==> config.mk <==
export PLATFORM = sky130hd
export DESIGN_NAME = shared_port_arbiter_flat
export DESIGN_NICKNAME = d
export VERILOG_FILES = /design/src/rtl/shared_port_arbiter_if.sv /design/src/rtl/shared_port_arbiter.sv /design/src/flat_wrapper.sv
export SDC_FILE = /design/constraint.sdc
export NUM_CORES = 1
export LEC_CHECK = 0
export BUFFER_PORTS_ARGS = -buffer_cell sky130_fd_sc_hd__buf_4
export CAP_MARGIN = 20
export CORE_MARGIN = 3
export CORE_UTILIZATION = 48
export CTS_CLUSTER_SIZE = 20
export DETAILED_ROUTE_END_ITERATION = 10
export PLACE_DENSITY = 0.73
export SYNTH_ARGS = -nofsm -noshare
export SYNTH_HDL_FRONTEND = slang
export SYNTH_SLANG_ARGS = --single-unit
==> constraint.sdc <==
create_clock -name clk_i -period 2 [get_ports clk_i]
set_input_delay 0.4 -clock clk_i [delete_from_list [all_inputs] [get_ports clk_i]]
set_output_delay 0.4 -clock clk_i [all_outputs]
set_load 0.005 [all_outputs]
==> src/rtl/shared_port_arbiter_if.sv <==
// rtl/shared_port_arbiter_if.sv - requester/resource bundle for shared_port_arbiter (lock_i exists only with ARB_LOCK_EN)
interface shared_port_arbiter_if;
    logic [3:0] req_i;
    logic       done_i;
`ifdef ARB_LOCK_EN
    logic       lock_i;
`endif
    logic [3:0] grant_o;
    logic [1:0] select_o;
    logic       busy_o;
    logic       timeout_o;

`ifdef ARB_LOCK_EN
    modport slave  (input  req_i, done_i, lock_i,
                    output grant_o, select_o, busy_o, timeout_o);
    modport master (output req_i, done_i, lock_i,
                    input  grant_o, select_o, busy_o, timeout_o);
`else
    modport slave  (input  req_i, done_i,
                    output grant_o, select_o, busy_o, timeout_o);
    modport master (output req_i, done_i,
                    input  grant_o, select_o, busy_o, timeout_o);
`endif
endinterface

==> src/rtl/shared_port_arbiter.sv <==
// rtl/shared_port_arbiter.sv - 4-way round-robin owner arbiter for a shared mux/resource port; ARB_LOCK_EN adds burst lock
module shared_port_arbiter #(
    parameter int MAX_HOLD = 16,
    parameter int CNT_W    = 5
) (
    input  logic                   clk_i,
    input  logic                   rst_i,
    shared_port_arbiter_if.slave   bus
);

    localparam logic [1:0] ST_IDLE    = 2'd0;
    localparam logic [1:0] ST_BUSY    = 2'd1;
    localparam logic [1:0] ST_RELEASE = 2'd2;

    localparam int               HOLD_LAST_I = (MAX_HOLD == 0) ? 0 : MAX_HOLD - 1;
    localparam logic [CNT_W-1:0] HOLD_LAST   = CNT_W'(HOLD_LAST_I);
    localparam logic [CNT_W-1:0] CNT_MAX     = {CNT_W{1'b1}};

    logic [1:0]       state;
    logic [1:0]       ptr;
    logic [CNT_W-1:0] cnt;
    logic [3:0]       grant_q;
    logic [1:0]       select_q;
    logic             busy_q;

    logic             win_valid;
    logic [1:0]       win_idx;
    logic [1:0]       scan_idx;
    logic             owner_req;
    logic             timeout_hit;
    logic             lock_keep;

    // Winner search: scan from the highest offset down so that the bit
    // closest to the pointer is the last (and therefore winning) assignment.
    always_comb begin
        win_valid = 1'b0;
        win_idx   = ptr;
        scan_idx  = ptr;
        for (int i = 3; i >= 0; i--) begin
            scan_idx = ptr + 2'(i);
            if (bus.req_i[scan_idx]) begin
                win_valid = 1'b1;
                win_idx   = scan_idx;
            end
        end
    end

    // select_q holds the owner throughout BUSY, so it indexes the owner's request.
    assign owner_req   = bus.req_i[select_q];
    assign timeout_hit = (MAX_HOLD != 0) && (cnt == HOLD_LAST);

`ifdef ARB_LOCK_EN
    assign lock_keep = bus.lock_i && owner_req;
`else
    assign lock_keep = 1'b0;
`endif

    // Owner FSM: grant on IDLE, hold in BUSY until done/abort/timeout, one idle turnaround cycle.
    always_ff @(posedge clk_i or negedge rst_i) begin
        if (!rst_i) begin
            state    <= ST_IDLE;
            ptr      <= 2'd0;
            cnt      <= '0;
            grant_q  <= 4'b0000;
            select_q <= 2'b00;
            busy_q   <= 1'b0;
        end else begin
            case (state)
                ST_IDLE: begin
                    if (win_valid) begin
                        state    <= ST_BUSY;
                        grant_q  <= 4'b0001 << win_idx;
                        select_q <= win_idx;
                        busy_q   <= 1'b1;
                        cnt      <= '0;
                        ptr      <= win_idx + 2'd1;
                    end
                end
                ST_BUSY: begin
                    if (bus.done_i && lock_keep) begin
                        cnt <= '0;
                    end else if (bus.done_i || !owner_req || timeout_hit) begin
                        state   <= ST_RELEASE;
                        grant_q <= 4'b0000;
                        busy_q  <= 1'b0;
                    end else if (cnt != CNT_MAX) begin
                        cnt <= cnt + CNT_W'(1);
                    end
                end
                ST_RELEASE: begin
                    state <= ST_IDLE;
                end
                default: begin
                    state   <= ST_IDLE;
                    grant_q <= 4'b0000;
                    busy_q  <= 1'b0;
                end
            endcase
        end
    end

    // Forced-release pulse marks the last BUSY cycle; done and abort both take precedence.
    assign bus.timeout_o = (state == ST_BUSY) && timeout_hit && !bus.done_i && owner_req;

    assign bus.grant_o  = grant_q;
    assign bus.select_o = select_q;
    assign bus.busy_o   = busy_q;

endmodule

==> src/flat_wrapper.sv <==
// flat-port wrapper written by rule: the top's interface ports become plain ports
module shared_port_arbiter_flat 
#(
    parameter int MAX_HOLD = 16,
    parameter int CNT_W    = 5
)
  (clk_i, rst_i, bus_req_i, bus_done_i, bus_grant_o, bus_select_o, bus_busy_o, bus_timeout_o);
  shared_port_arbiter_if bus_i ();
  input  logic clk_i;
  input  logic rst_i;
  input wire logic [$bits(bus_i.req_i)-1:0] bus_req_i;
  input wire logic [$bits(bus_i.done_i)-1:0] bus_done_i;
  output wire logic [$bits(bus_i.grant_o)-1:0] bus_grant_o;
  output wire logic [$bits(bus_i.select_o)-1:0] bus_select_o;
  output wire logic [$bits(bus_i.busy_o)-1:0] bus_busy_o;
  output wire logic [$bits(bus_i.timeout_o)-1:0] bus_timeout_o;
  assign bus_i.req_i = bus_req_i;
  assign bus_i.done_i = bus_done_i;
  assign bus_grant_o = bus_i.grant_o;
  assign bus_select_o = bus_i.select_o;
  assign bus_busy_o = bus_i.busy_o;
  assign bus_timeout_o = bus_i.timeout_o;
  shared_port_arbiter #(.MAX_HOLD(MAX_HOLD), .CNT_W(CNT_W)) u_core (.clk_i(clk_i), .rst_i(rst_i), .bus(bus_i));
endmodule
==> key figures, run 1 <==
Drt
  • Final wirelength: around 2000 um
  • Residual DRC: 0
  • Vias/cell: between 5 and 6
  • Vias: just under 800
  • Post-route ant nets: 0
  • Detailed Routing Iterations Pass 1: 4
  • DR iter-0 viols: 17
  • Routed wire per std cell: roughly 14 um

Clocking
  • CTS buffer count: 3
  • Clk root buf: clkbuf_4
  • Longest Clk Path Bufs: 2
  • H-tree depth: 1
  • Clock sinks: 16
  • Later-pin clock latency in the skew report: between 200 and 300 ps
  • Clock-pin slew on the worst setup and hold paths: approximately 100 ps
  • CTS tree: yes

Critical path
  • Worst setup EP type: register
  • CP cell instances: ha_2 > and3_4 > ha_4 > or3_1 > o32a_4 > nor4_4 > xnor2_1 > nor2_1
  • Top delay family on crit path: simple AND/OR/NAND/NOR gates
  • Worst path arrival time: 2210 ps
  • Max incr delay on CP: roughly 400 ps
  • Critical path's slowest cell: dfrtp_1
  • CP startpoint: u_core.cnt[0]$_DFFE_PN0P_
  • Crit Path Class: reg2reg
  • Critical Path RT: about 2200 ps
  • Startpoint types: register
  • Crit Reg-Reg Startpoint: u_core.cnt[0]$_DFFE_PN0P_
  • Crit path max fanout: 4
  • Critical path buffer and inverter count: 0

Floorplanning
  • Core area: roughly 1600 sq um
  • Initial Utilization: about 55%
  • Die width: around 49 um
  • Chip Height: slightly below 50 um
  • Full die area: 2400 sq um
  • # rows: 14
  • Ports: 15

Cells and area
  • Antenna cell count: 0
  • # fillers: 121
  • Final instance area: 1200 sq um
  • NumNets Final: 128
  • Share of cells above drive strength 1: 35.9%
  • Fin util: between 70% and 80%
  • Multi-input gate area: between 500 and 600 sq um
  • Layout area overhead: 35.5%
  • Register area: about 400 sq um

Placement
  • Pre-CTS WS: -141 ps
  • RePlAce Congestion: around 0.84
  • Input/output buffers: 14
  • Hpwl dp: around 1400 um
  • Area post-placement: 1070 sq um

Run status
  • Failing checks: setup timing
  • Status: finished, violations left

Synth
  • Sequential share of the synthesized area: between 40% and 50%
  • Synth Instances: between 80 and 90
  • Synth top area cells: dfrtp_1 45%, mux2i_1 5.6%, nand2_1 5.5%
  • Syn Nets: 97
  • Yosys cell types: 32
  • Top-area cell type share of the netlist area: 45.1%
  • Area leader, netlist: dfrtp_1
  • Cell Area, Synth: about 900 sq um
  • Synth warn: 0
  • Seq cells post-synth: 16
  • Mapped Avg Cell Area: 10.2 sq um

Global routing
  • GR Util met1: 22.9%
  • Vias in the first global route: between 700 and 800
  • First-pass GRT wire length: 3300 um
  • All-layer global routing usage: 17.6%
  • Initial antenna violation count: 0
  • Met3 Track Usage GR: ~3.1%
  • Most Crowded Layer GR: met2
  • Met2 global-route usage: just under 30%
  • Total grt overflow: 0
  • Largest net degree at the start of global routing: 17

Power and ir drop
  • Switching pwr: 0.000592 W
  • Clock Power Share: ~15%
  • VDD IR max: 724 uV
  • Internal power: between 0.0009 and 0.001 W
  • Combinational group share of total power: between 40% and 50%
  • Cell area power density: between 1000 and 1500 nW/um^2
  • Pleak: roughly 0.56 nW
  • Sw frac: 38.6%
  • Reg power frac: between 30% and 40%

Timing
  • Post-layout min period: ~2000 ps
  • Relative slew slack: about two thirds
  • RSZ-0062 raised after global routing: yes
  • Post-route setup slack: -44.9 ps
  • # setup viols final: 7
  • Worst-Margin Slew: around 530 ps
  • Hold Violations, Final: 0
  • Fmax: between 400 and 500 MHz
  • Clock skew: slightly below 2 ps
  • Final worst-path cycle share: 102%
  • Slew Limit Fails: 0

Min path
  • Worst hold path class: in2async

Job
  • Maxcap violations: 0
power groups by stage:
stage	Combinational, W	Sequential (W)	Clock (W)
finish	0.000736	0.000574	0.000225
global route	0.000815	0.000591	0.000242
CTS	0.000733	0.000568	0.000226
detailed placement	0.000641	0.000567	0
global placement	0.000627	0.000559	0
floorplan	0.000383	0.000548	0
worst paths after layout:
path / end / slack (ps) / cells after the start
setup reg to reg: u_core.cnt[3]$_DFFE_PN0P_ / -40 / 8
min in group clk_i: u_core.bus.busy_o$_DFFE_PN0P_ / 500 / 2
hold / removal: u_core.cnt[0]$_DFFE_PN0P_ / 480 / 2
setup / recovery: u_core.cnt[3]$_DFFE_PN0P_ / -40 / 8
hold reg to reg: u_core.bus.busy_o$_DFFE_PN0P_ / 500 / 2
max in group asynchronous: u_core.bus.busy_o$_DFFE_PN0P_ / 1340 / 2
layer usage:
layer,share of wire (%),up-vias,wire length (um)
li1,-,376,-
met1,47,378,918
met2,47,18,936
met3,4.5,5,89
met4,1.3,0,26
met5,0,-,0
state kept, by name, summed over array words and instances (netlist names):
register and cells:
u_core.bus.busy_o 1, u_core.bus.grant_o 4, u_core.bus.select_o 2, u_core.cnt 5, u_core.ptr 2, u_core.state 2
logic make-up (layout without fill, tap and decap cells):
logic type	count (synthesis)	in the layout	synth area share, %
simple gates	44	44	29.2
compound gates	16	16	13.9
flops	16	16	45.1
mux	5	5	5.63
fa+ha+maj	3	3	4.23
buf+inv	2	32	0.985
xor+xnor	1	1	0.986
final cells by class:
class | count | share of cell area [%]
multi-input cells | 69 | 43.6
flip-flops and latches | 16 | 33.3
repair buffers | 27 | 17.4
clock buffers | 4 | 3.01
well taps | 24 | 2.49
inverters | 1 | 0.312
metrics by stage:
step	TNS (ps)	total power (W)	std cells	hold slack, ps
6_report	-99.3	0.00153	141	481
4_1_cts	-55.3	0.00153	140	495
5_1_grt	-973	0.00165	141	513
2_1_floorplan	0	0.000931	87	104
3_3_place_gp	-93.5	0.00119	130	268
3_5_place_dp	-601	0.00121	130	272
cell usage in the layout, fill, tap and decap left out, types with 2 or more instances in the layout:
master / instances
clkbuf_4: 3
ha_2: 2
nand2_2: 2
nor2b_1: 4
nand3b_1: 2
buf_4: 25
nand2_1: 12
dfrtp_1: 16
or3_1: 4
nor2_1: 5
nor3_1: 2
nand3_1: 2
mux2i_1: 5
a21o_1: 3
o21ai_0: 4
nand2b_1: 4
Yosys cell counts:
cell type  number
nor4_4          1
nand4b_1        1
nor2_1          5
mux2i_1         5
or3_1           4
ha_1            3
o32a_4          1
and2_1          1
nor4_1          1
nand2b_1        4
nor3_1          2
nand2_2         1
a21oi_1         1
a211oi_1        1
xnor2_1         1
nor2b_1         4
dfrtp_1        16
a211o_1         1
and4b_1         1
o21ai_0         5
nand3_1         2
nand2_1        13
a32o_1          1
buf_2           1
o21ai_1         1
and3_1          1
a22o_1          1
nor3_4          1
a21o_1          3
nand3b_1        2
inv_1           1
o2bb2ai_1       1
timing repair:
item | 4_1_cts | 5_1_grt
gates resized for setup | 6 | 4
setup endpoints to repair | 10 | 12
hold buffers | 1 | 0
pin swaps | 4 | 6
buffers inserted | 5 | 2
endpoints found under the hold margin | 16 | 0
Power figures use the tool's default switching activity.
==> run 2: changes to the inputs <==
--- a/config.mk
+++ b/config.mk
@@ -5,13 +5,13 @@
 export SDC_FILE = /design/constraint.sdc
 export NUM_CORES = 1
 export LEC_CHECK = 0
-export BUFFER_PORTS_ARGS = -buffer_cell sky130_fd_sc_hd__buf_4
+export BUFFER_PORTS_ARGS = -buffer_cell sky130_fd_sc_hd__buf_2
 export CAP_MARGIN = 20
 export CORE_MARGIN = 3
 export CORE_UTILIZATION = 48
 export CTS_CLUSTER_SIZE = 20
 export DETAILED_ROUTE_END_ITERATION = 10
-export PLACE_DENSITY = 0.73
+export PLACE_DENSITY = 0.84
 export SYNTH_ARGS = -nofsm -noshare
 export SYNTH_HDL_FRONTEND = slang
 export SYNTH_SLANG_ARGS = --single-unit
==> key figures, run 2 (synthesized netlist as in run 1, its figures left out) <==
Run status
  • Status: finished, violations left
  • Failing checks: setup timing

Cells and area
  • Largest register FFs: 5
  • Fin util: between 70% and 80%
  • NumNets Final: about 130
  • Most frequent cells in the layout: 16 x dfrtp_1, 14 x buf_2, 13 x nand2_1, 13 x buf_4, 5 x nor2_1
  • Top reg by flops: u_core.cnt
  • # fillers: 112
  • Commonest non-fill, non-tap cell in the layout: dfrtp_1
  • Multi-input gate area: just over 500 sq um
  • Share of cells above drive strength 1: about a third
  • Register area: about 400 sq um
  • Antenna cell count: 0
  • Layout area overhead: 29.3%

Power and ir drop
  • VDD IR max: slightly below 900 uV
  • Combinational group share of total power: between 40% and 50%
  • Reg power frac: a little under two fifths
  • Cell area power density: 1280 nW/um^2
  • Pleak: ~0.55 nW
  • Internal power: 0.000907 W
  • Pwr Total: 0.00147 W
  • Clock Power Share: 15.0%
  • Switching pwr: about 0.00056 W
  • Sw frac: between 30% and 40%

Clocking
  • Later-pin clock latency in the skew report: approximately 300 ps
  • Clock-pin slew on the worst setup and hold paths: around 100 ps
  • Clk root buf: clkbuf_4
  • CTS buffer count: 3
  • CTS tree: yes
  • H-tree depth: 1
  • Clock sinks: 16
  • Longest Clk Path Bufs: 2

Floorplanning
  • Full die area: around 2400 sq um
  • Die width: approximately 49 um
  • Chip Height: 49.0 um
  • Initial Utilization: a little over half
  • Ports: 15
  • Core area: around 1600 sq um
  • # rows: 14

Timing
  • Fmax: a little under 500 MHz
  • Sum Neg Setup Slack: -330 ps
  • Hold Violations, Final: 0
  • Slew Limit Fails: 0
  • Final worst-path cycle share: 104%
  • RSZ-0062 raised after global routing: yes
  • Worst-Margin Slew: around 560 ps
  • # setup viols final: 8
  • Post-layout min period: roughly 2100 ps
  • Post-route setup slack: -74.0 ps
  • Relative slew slack: 62.5%
  • Clock skew: ~3.6 ps

Job
  • Maxcap violations: 0

Critical path
  • Crit Path Class: reg2reg
  • Critical path's slowest cell: dfrtp_1
  • Crit path max fanout: 5
  • Max incr delay on CP: 410 ps
  • Critical Path RT: between 2000 and 2500 ps
  • Critical path buffer and inverter count: 0
  • Startpoint types: register
  • Worst setup EP type: register
  • Reg-to-reg setup timing slack: -70 ps
  • Top delay family on crit path: simple AND/OR/NAND/NOR gates
  • Worst path arrival time: 2300 ps
  • CP cell instances: ha_2 > and3_4 > ha_4 > or3_4 > o32a_4 > o21ai_1 > and2_4 > o2bb2ai_1

Global routing
  • Most Crowded Layer GR: met1
  • Met3 Track Usage GR: 4.59%
  • Initial antenna violation count: 0
  • Met2 global-route usage: 24.9%
  • All-layer global routing usage: 17.7%
  • Vias in the first global route: roughly 700
  • First-pass GRT wire length: ~3200 um
  • GR Util met1: around a quarter
  • Largest net degree at the start of global routing: 17
  • Total grt overflow: 0

Drt
  • Vias/cell: 5.43
  • Routed wire per std cell: 14.4 um
  • DR iter-0 viols: 23
  • Post-route ant nets: 0
  • Detailed Routing Iterations Pass 1: 4
  • Vias: between 700 and 800
  • Residual DRC: 0
  • Final wirelength: around 2000 um

Min path
  • Worst hold path class: in2async

Placement
  • Hpwl dp: approximately 1400 um
  • RePlAce Congestion: between 0.7 and 0.8
  • Input/output buffers: 14
## run 2: cell types whose count changed in the layout (fill, tap and decap cells not counted), sizes merged
| cell | before | now |
|---|---|---|
| buf | 26 | 27 |
| dlygate4sd3 | 1 | 0 |
## run 2: layout make-up
class	instances	share of cell area (%)
Multi-Input combinational cell	69	44.4
Clock buffer	4	3.16
Sequential cell	16	34.9
Tap cell	24	2.61
Timing Repair Buffer	27	14.6
Inverter	1	0.327
## run 2: metrics by stage
stage,cell area [sq um],hold slack (ps),setup WS [ps],instances
floorplan,893,104,20.9,87
global placement,1040,328,-7.89,131
detailed placement,1040,335,-54.0,131
CTS,1110,5.16,-19.1,137
global route,1150,0.0946,-149,141
finish,1150,1.38,-74.0,141
## run 2: final timing paths
check	from	end	cells after the start
min	rst_i	u_core.bus.select_o[1]$_DFFE_PN0P_	1
min in group clk_i	u_core.bus.busy_o$_DFFE_PN0P_	u_core.bus.busy_o$_DFFE_PN0P_	2
max in group asynchronous	rst_i	u_core.cnt[4]$_DFFE_PN0P_	1
min reg2reg	u_core.bus.busy_o$_DFFE_PN0P_	u_core.bus.busy_o$_DFFE_PN0P_	2
max reg2reg	u_core.cnt[1]$_DFFE_PN0P_	u_core.bus.grant_o[0]$_DFFE_PN0P_	8
max	u_core.cnt[1]$_DFFE_PN0P_	u_core.bus.grant_o[0]$_DFFE_PN0P_	8
## run 2: layer usage
layer,part of all wire (%),up-vias
met1,49,360
met3,4.9,5
li1,-,375
met2,44,25
met4,2.0,0
met5,0,-
## run 2: power by group through the flow
stage	sequential [W]	combinational [W]	clock, W
CTS	0.000556	0.000643	0.000224
detailed placement	0.000566	0.000604	0
finish	0.000560	0.000690	0.000220
global route	0.000578	0.000762	0.000243
floorplan	0.000548	0.000383	0
global placement	0.000553	0.000594	0
## run 2: worst register-to-register path: stages (launching register included)
cell       delay, ps
dfrtp_1          410
ha_2             180
and3_4           160
ha_4             160
or3_4            330
o32a_4           230
o21ai_1          220
and2_4           200
o2bb2ai_1        110
## run 2: what timing repair did
| action | CTS | global route |
|---|---|---|
| endpoints found under the setup margin | 9 | 11 |
| gates resized for setup | 3 | 3 |
| hold buffers | 0 | 0 |
| pin swaps | 2 | 0 |
| setup buffers | 2 | 4 |
